**src/rtl/leaf_nic.sv**
```systemverilog
// leaf_nic: synchronous network interface for one leaf port of the 8-leaf
// asynchronous router tree.
//   TX: local requests are buffered in a FIFO, packed as {dest[2:0], payload[7:0]}
//       and driven into the tree with a 4-phase bundled-data handshake.
//   RX: packets from the tree are accepted with the same handshake. Packets
//       addressed to this leaf go to the RX FIFO; others are discarded and
//       flagged on the sticky misroute output.
// The tree-side control inputs (out_ack, in_req) are asynchronous and pass
// through SYNC_STAGES-deep synchronisers before use.
// Optional build macro LEAF_NIC_STATS_EN adds saturating tx_count/rx_count outputs.
module leaf_nic #(
    parameter int unsigned NODE_ID     = 0,
    parameter int unsigned FIFO_DEPTH  = 4,
    parameter int unsigned SYNC_STAGES = 2
) (
    input  logic        clk,
    input  logic        rst_n,
    input  logic        tx_valid,
    output logic        tx_ready,
    input  logic [2:0]  tx_dest,
    input  logic [7:0]  tx_payload,
    output logic        rx_valid,
    input  logic        rx_ready,
    output logic [7:0]  rx_payload,
    output logic [10:0] out_data,
    output logic        out_req,
    input  logic        out_ack,
    input  logic [10:0] in_data,
    input  logic        in_req,
    output logic        in_ack,
`ifdef LEAF_NIC_STATS_EN
    output logic [15:0] tx_count,
    output logic [15:0] rx_count,
`endif
    output logic        misroute
);

    localparam int unsigned AW        = $clog2(FIFO_DEPTH);
    localparam logic [2:0]  NODE_ADDR = 3'(NODE_ID);
    localparam logic [AW:0] PTR_ONE   = (AW+1)'(1);

    typedef enum logic [1:0] {
        T_IDLE,
        T_SETUP,
        T_REQ,
        T_REL
    } tx_state_e;

    typedef enum logic {
        R_IDLE,
        R_ACK
    } rx_state_e;

    // ------------------------------------------------------------------
    // Synchronisers for the asynchronous handshake inputs
    // ------------------------------------------------------------------
    logic [SYNC_STAGES-1:0] ack_sync_q;
    logic [SYNC_STAGES-1:0] req_sync_q;
    logic                   ack_s;
    logic                   req_s;

    // Shift the raw tree-side ack/req through the synchroniser chains.
    always_ff @(posedge clk or negedge rst_n) begin
        if (!rst_n) begin
            ack_sync_q <= '0;
            req_sync_q <= '0;
        end else begin
            ack_sync_q <= {ack_sync_q[SYNC_STAGES-2:0], out_ack};
            req_sync_q <= {req_sync_q[SYNC_STAGES-2:0], in_req};
        end
    end

    assign ack_s = ack_sync_q[SYNC_STAGES-1];
    assign req_s = req_sync_q[SYNC_STAGES-1];

    // ------------------------------------------------------------------
    // TX FIFO (pointers carry one extra wrap bit to tell full from empty)
    // ------------------------------------------------------------------
    logic [10:0] tx_mem_q [FIFO_DEPTH];
    logic [AW:0] tx_wr_q;
    logic [AW:0] tx_rd_q;
    logic        tx_empty;
    logic        tx_full;
    logic        tx_push;
    logic        tx_pop;

    assign tx_empty = (tx_wr_q == tx_rd_q);
    assign tx_full  = (tx_wr_q[AW] != tx_rd_q[AW]) &&
                      (tx_wr_q[AW-1:0] == tx_rd_q[AW-1:0]);
    assign tx_ready = !tx_full;
    assign tx_push  = tx_valid && !tx_full;

    // Store the packed packet word at the write pointer.
    always_ff @(posedge clk) begin
        if (tx_push) begin
            tx_mem_q[tx_wr_q[AW-1:0]] <= {tx_dest, tx_payload};
        end
    end

    // Advance TX FIFO pointers on push and on pop by the TX FSM.
    always_ff @(posedge clk or negedge rst_n) begin
        if (!rst_n) begin
            tx_wr_q <= '0;
            tx_rd_q <= '0;
        end else begin
            if (tx_push) begin
                tx_wr_q <= tx_wr_q + PTR_ONE;
            end
            if (tx_pop) begin
                tx_rd_q <= tx_rd_q + PTR_ONE;
            end
        end
    end

    // ------------------------------------------------------------------
    // TX handshake FSM
    // ------------------------------------------------------------------
    tx_state_e   tx_state_q;
    tx_state_e   tx_state_d;
    logic [10:0] out_data_q;
    logic [10:0] out_data_d;
    logic        out_req_q;
    logic        out_req_d;

    // TX state, output packet register and request line.
    always_ff @(posedge clk or negedge rst_n) begin
        if (!rst_n) begin
            tx_state_q <= T_IDLE;
            out_data_q <= '0;
            out_req_q  <= 1'b0;
        end else begin
            tx_state_q <= tx_state_d;
            out_data_q <= out_data_d;
            out_req_q  <= out_req_d;
        end
    end

    // TX next state: load a packet, let it settle one cycle, then run the
    // 4-phase cycle. out_data only changes in T_IDLE, so it is stable for
    // the whole time out_req or ack_s is high.
    always_comb begin
        tx_state_d = tx_state_q;
        out_data_d = out_data_q;
        out_req_d  = out_req_q;
        tx_pop     = 1'b0;
        case (tx_state_q)
            T_IDLE: begin
                if (!tx_empty) begin
                    tx_pop     = 1'b1;
                    out_data_d = tx_mem_q[tx_rd_q[AW-1:0]];
                    tx_state_d = T_SETUP;
                end
            end
            T_SETUP: begin
                out_req_d  = 1'b1;
                tx_state_d = T_REQ;
            end
            T_REQ: begin
                if (ack_s) begin
                    out_req_d  = 1'b0;
                    tx_state_d = T_REL;
                end
            end
            T_REL: begin
                if (!ack_s) begin
                    tx_state_d = T_IDLE;
                end
            end
            default: begin
                out_req_d  = 1'b0;
                tx_state_d = T_IDLE;
            end
        endcase
    end

    assign out_data = out_data_q;
    assign out_req  = out_req_q;

    // ------------------------------------------------------------------
    // RX FIFO
    // ------------------------------------------------------------------
    logic [7:0]  rx_mem_q [FIFO_DEPTH];
    logic [AW:0] rx_wr_q;
    logic [AW:0] rx_rd_q;
    logic        rx_empty;
    logic        rx_full;
    logic        rx_capture;
    logic        rx_push;
    logic        rx_pop;
    logic        dest_match;

    assign rx_empty   = (rx_wr_q == rx_rd_q);
    assign rx_full    = (rx_wr_q[AW] != rx_rd_q[AW]) &&
                        (rx_wr_q[AW-1:0] == rx_rd_q[AW-1:0]);
    assign dest_match = (in_data[10:8] == NODE_ADDR);
    assign rx_push    = rx_capture && dest_match;
    assign rx_pop     = !rx_empty && rx_ready;
    assign rx_valid   = !rx_empty;
    assign rx_payload = rx_empty ? 8'h00 : rx_mem_q[rx_rd_q[AW-1:0]];

    // Store the payload of an accepted packet. in_data is bundled with
    // in_req and has been stable for the whole synchroniser delay.
    always_ff @(posedge clk) begin
        if (rx_push) begin
            rx_mem_q[rx_wr_q[AW-1:0]] <= in_data[7:0];
        end
    end

    // Advance RX FIFO pointers on accepted push and on local pop.
    always_ff @(posedge clk or negedge rst_n) begin
        if (!rst_n) begin
            rx_wr_q <= '0;
            rx_rd_q <= '0;
        end else begin
            if (rx_push) begin
                rx_wr_q <= rx_wr_q + PTR_ONE;
            end
            if (rx_pop) begin
                rx_rd_q <= rx_rd_q + PTR_ONE;
            end
        end
    end

    // ------------------------------------------------------------------
    // RX handshake FSM
    // ------------------------------------------------------------------
    rx_state_e rx_state_q;
    rx_state_e rx_state_d;
    logic      in_ack_q;
    logic      in_ack_d;
    logic      misroute_q;
    logic      misroute_d;

    // RX state, acknowledge line and sticky misroute flag.
    always_ff @(posedge clk or negedge rst_n) begin
        if (!rst_n) begin
            rx_state_q <= R_IDLE;
            in_ack_q   <= 1'b0;
            misroute_q <= 1'b0;
        end else begin
            rx_state_q <= rx_state_d;
            in_ack_q   <= in_ack_d;
            misroute_q <= misroute_d;
        end
    end

    // RX next state: capture once per request phase, and only while a
    // FIFO slot is free so a full FIFO back-pressures the tree by
    // withholding the acknowledge.
    always_comb begin
        rx_state_d = rx_state_q;
        in_ack_d   = in_ack_q;
        misroute_d = misroute_q;
        rx_capture = 1'b0;
        case (rx_state_q)
            R_IDLE: begin
                if (req_s && !rx_full) begin
                    rx_capture = 1'b1;
                    in_ack_d   = 1'b1;
                    rx_state_d = R_ACK;
                    if (!dest_match) begin
                        misroute_d = 1'b1;
                    end
                end
            end
            R_ACK: begin
                if (!req_s) begin
                    in_ack_d   = 1'b0;
                    rx_state_d = R_IDLE;
                end
            end
            default: begin
                in_ack_d   = 1'b0;
                rx_state_d = R_IDLE;
            end
        endcase
    end

    assign in_ack   = in_ack_q;
    assign misroute = misroute_q;

`ifdef LEAF_NIC_STATS_EN
    // ------------------------------------------------------------------
    // Traffic statistics
    // ------------------------------------------------------------------
    logic [15:0] tx_count_q;
    logic [15:0] rx_count_q;

    function automatic logic [15:0] sat_inc(input logic [15:0] v);
        return (v == 16'hFFFF) ? v : v + 16'd1;
    endfunction

    // Count completed request phases on TX and accepted payloads on RX.
    always_ff @(posedge clk or negedge rst_n) begin
        if (!rst_n) begin
            tx_count_q <= '0;
            rx_count_q <= '0;
        end else begin
            if ((tx_state_q == T_REQ) && ack_s) begin
                tx_count_q <= sat_inc(tx_count_q);
            end
            if (rx_push) begin
                rx_count_q <= sat_inc(rx_count_q);
            end
        end
    end

    assign tx_count = tx_count_q;
    assign rx_count = rx_count_q;
`endif

endmodule

```
**config.mk**
```make
export PLATFORM = sky130hd
export DESIGN_NAME = leaf_nic
export DESIGN_NICKNAME = d
export VERILOG_FILES = /design/src/rtl/leaf_nic.sv
export SDC_FILE = /design/constraint.sdc
export NUM_CORES = 1
export LEC_CHECK = 0
export ABC_AREA = 1
export ABC_CLOCK_PERIOD_IN_PS = 4230
export BUFFER_PORTS_ARGS = -buffer_cell sky130_fd_sc_hd__buf_2
export CORE_MARGIN = 1
export CORE_UTILIZATION = 55
export DETAILED_ROUTE_END_ITERATION = 12
export PLACE_DENSITY = 0.84
export SLEW_MARGIN = 20
export SYNTH_ARGS = -nofsm -noshare
export SYNTH_HDL_FRONTEND = slang
export SYNTH_SLANG_ARGS = --single-unit
```
**constraint.sdc**
```tcl
create_clock -name clk -period 4.23 [get_ports clk]
set_input_delay 0.2115 -clock clk [delete_from_list [all_inputs] [get_ports clk]]
set_output_delay 0.2115 -clock clk [all_outputs]
set_load 0.02 [all_outputs]
```
==> impl_metrics.py <==
metrics = {
    "routing": {
        "viasPerCell": 5.422,
        "vias": 3069,
        "routed_wl_mm": 8.750,
        "remaining_drc_errors": 0,
        "antenna_left": 0,
        "drtIter0Drc": 195,
        "drt-pass1-iter-count": 5,
        "routedWlPerCell_um": 15.46,
    },
    "worst_setup_path": {
        "crit_path_max_fanout": 26,
        "cpMaxStageDelayCell": "dfrtp_1",
        "worstRegToRegCells": 6,
        "crit_required_ns": 4.22,
        "start_kind": "flop",
        "r2r-end": "tx_mem_q[0][7]",
        "rrSetupSlack_ns": 1.55,
        "crit_type": "flop to flop",
        "cp-startpoint": "tx_rd_q[0]",
        "cpPeakStageDelay_ns": 0.78,
        "endpoint_kind": "flop",
        "worstPathCellList": "inv_2, nand2_1, nand2_2, nand4_2, nand2_2, nor2_1",
        "timing.rr.start": "tx_rd_q[0]",
        "path_common_cell": "nand2_2",
        "worstPathArrival_ns": 2.67,
    },
    "global_route": {
        "antenna_found_initial": 0,
        "grt.busiest_layer": "met2",
        "grt_pass1_vias": 2998,
        "use_met2": 0.3793,
        "grt_max_degree": 34,
        "use_met3": 0.06179,
        "gr-usage-met1": 0.2697,
        "grt_pass1_wl_mm": 14.20,
        "overflow": 0,
        "grt_usage": 0.2223,
    },
    "floorplan": {
        "rows": 32,
        "pin_count": 52,
        "dieArea_sq_um": 8709,
        "start_util": 0.5815,
        "coreArea_sq_um": 7888,
        "die_x_um": 93.32,
        "fp.dieH_um": 93.32,
    },
    "hold_path": {
        "hold_path_startpoint": "in_data[0]",
        "hold_path_class": "primary input to flop",
        "min_to": "rx_mem_q[3][0]",
        "whs_path_depth": 1,
    },
    "sta": {
        "post-route-min-period_ns": 2.677,
        "final-hold-violation-count": 0,
        "slew_headroom": 0.4112,
        "setup_viol": 0,
        "finalCritPeriodShare": 0.6328,
        "rsz0062_at_grt": "false",
        "worstMarginPinSlew_ns": 0.8800,
        "final_max_slew_viol_count": 0,
        "fmax_ghz": 0.3736,
        "fin_tns_setup_ns": 0,
        "finalClockSkew_ns": 0.01150,
    },
    "layout": {
        "nNetsFinal": 501,
        "syn2layout_area_growth_pct": 11.21,
        "n_antenna_cell": 0,
        "final_layout_size_suffix_gt1_frac": 0.1703,
    },
    "logic_synthesis": {
        "syn_area_sq_um": 4587,
        "yosysTopAreaCellShare": 0.4975,
        "synth_edf_count": 76,
        "synth_warnings": 0,
        "syn_inst": 408,
        "async_reset_ff_frac": 0.3028,
        "yosysTopAreaCell": "edfxtp_1",
        "syn-mean-instance-area_sq_um": 11.24,
        "syn_nets": 450,
        "seq_area_frac_synth": 0.6776,
        "synth_cell_types": 26,
        "yosysMostFrequentCell": "nand2_1",
        "synth.area.top_cells": "edfxtp_1 50%, dfrtp_1 18%, nand2_1 7.0%, o21ai_0 5.6%, nor2_1 4.7%",
        "synth_ff_type": "edfxtp_1",
        "synthTopCellsByCount": "86 x nand2_1, 76 x edfxtp_1, 57 x nor2_1",
        "ys_seq_elements": 109,
    },
    "clock_network": {
        "clkSinkCount": 109,
        "path_clk_slew_ns": 0.10,
        "tritoncts": "built",
        "clk_latency_ns": 0.36,
        "cts-resized-gates": 0,
        "cts_root_buf": "clkbuf_8",
        "cts_made_buffers": 9,
        "cts.path.max_buffers": 2,
        "htreeDepth": 3,
    },
    "placed_design": {
        "dp.final_hpwl_mm": 6.471,
        "gp_congestion": 0.9735,
        "port-buffer-count": 51,
    },
    "run_status": {
        "status": "completed",
    },
    "power": {
        "p_total_mw": 3.536,
        "powerDensity_nw_per_um2": 693.1,
        "max-vdd-ir-drop_uv": 384.4,
        "leakagePower_nw": 2.187,
    },
    "flow_run": {
        "cap_violations": 0,
    },
}
-- area by class of cell --
class / count / area [sq um]
well taps: 102 / 127.6
flip-flops and latches: 109 / 3108
clock buffers: 9 / 123.9
clock inverters: 7 / 62.56
inverters: 37 / 138.9
fillers: 558 / 2786
multi-input cells: 248 / 1255
repair buffers: 54 / 285.3
-- kinds of logic after synthesis --
| kind of cell | Yosys count | share of synthesized area |
|---|---|---|
| xor gates and xnor gates | 5 | 0.01119 |
| buffers and inverters | 51 | 0.04882 |
| adders and majority gates | 14 | 0.03819 |
| AOI/OAI and AO/OA | 64 | 0.07338 |
| DFF | 109 | 0.6776 |
| and+or+nand+nor | 165 | 0.1508 |
-- metal layers --
metal / wire, um / vias up / part of all wire
met5: 0 / - / 0
met4: 198 / 0 / 0.023
met3: 537 / 22 / 0.061
met2: 4436 / 111 / 0.51
met1: 3577 / 1460 / 0.41
li1: - / 1476 / -
-- per-stage QoR --
| stage | std cells | setup slack [ns] | cell area [sq um] | utilization | hold slack [ns] |
|---|---|---|---|---|---|
| floorplan | 408 | 2.398 | 4587 | - | -0.08409 |
| global placement | 547 | 1.799 | 4885 | 0.6193 | 0.3047 |
| detailed placement | 547 | 1.592 | 4885 | 0.6193 | 0.3086 |
| CTS | 566 | 1.580 | 5101 | 0.6467 | 0.05103 |
| global route | 566 | 1.238 | 5101 | 0.6467 | 0.04804 |
| finish | 566 | 1.553 | 5101 | 0.6467 | 0.06425 |
-- flip-flops by register name, summed over array words and instances (netlist names) --
signal,flops
rx_mem_q,32
ack_sync_q,2
rx_rd_q,3
misroute,1
tx_state_q,2
in_ack,1
rx_wr_q,3
tx_rd_q,3
out_req,1
tx_mem_q,44
out_data,11
rx_state_q,1
req_sync_q,2
tx_wr_q,3
-- how the worst max path moves through the flow --
stage / to / slack, ns / depth (start not counted)
6_report: tx_mem_q[0][7] / 1.55 / 6
5_1_grt: tx_mem_q[2][9] / 1.24 / 6
4_1_cts: tx_mem_q[3][4] / 1.58 / 6
3_5_place_dp: tx_mem_q[3][4] / 1.59 / 6
3_3_place_gp: tx_mem_q[3][7] / 1.80 / 6
2_1_floorplan: tx_mem_q[0][0] / 2.40 / 6
-- worst max-delay path, delay by kind of cell, from the launching register on --
| family | cells | cell delay (ns) |
|---|---|---|
| and+or+nand+nor | 5 | 1.21 |
| DFF | 1 | 0.78 |
| buffers and inverters | 1 | 0.31 |
-- placed cells by master (no fill, tap or decap) --
| master | netlist | layout |
|---|---|---|
| nand4_1 | 4 | 4 |
| clkbuf_8 | 0 | 9 |
| xnor2_1 | 2 | 2 |
| nand3_2 | 3 | 3 |
| clkinvlp_4 | 0 | 1 |
| xnor2_2 | 1 | 1 |
| o21bai_1 | 1 | 1 |
| or2_2 | 1 | 1 |
| clkinv_1 | 0 | 1 |
| o21ai_0 | 51 | 51 |
| o22ai_1 | 11 | 11 |
| nand3_1 | 9 | 9 |
| nand2_4 | 1 | 1 |
| clkinv_8 | 0 | 1 |
| dlygate4sd3_1 | 0 | 3 |
| xor2_1 | 2 | 2 |
| nand2_2 | 2 | 2 |
| inv_1 | 34 | 34 |
| ha_1 | 14 | 14 |
| nand2_1 | 86 | 86 |
| dfrtp_1 | 33 | 33 |
| nor2_1 | 57 | 57 |
| nand4_2 | 2 | 2 |
| a21oi_1 | 1 | 1 |
| buf_2 | 2 | 51 |
| clkinv_4 | 0 | 3 |
| edfxtp_1 | 76 | 76 |
| inv_2 | 3 | 3 |
| inv_6 | 0 | 1 |
-- power by group --
part           total (mW)  switching, mW  internal (mW)  leakage [nW]
Sequential           1.61          0.223           1.38          1.09
Combinational        1.36          0.909          0.453          1.01
Clock               0.568          0.346          0.222        0.0902
Total                3.54           1.48           2.06          2.19
-- timing repair --
action | in CTS | in global routing
hold buffers | 3 | 0
endpoints found under the hold margin | 35 | 0
buffers inserted | 0 | 0
Power figures use the tool's default switching activity.
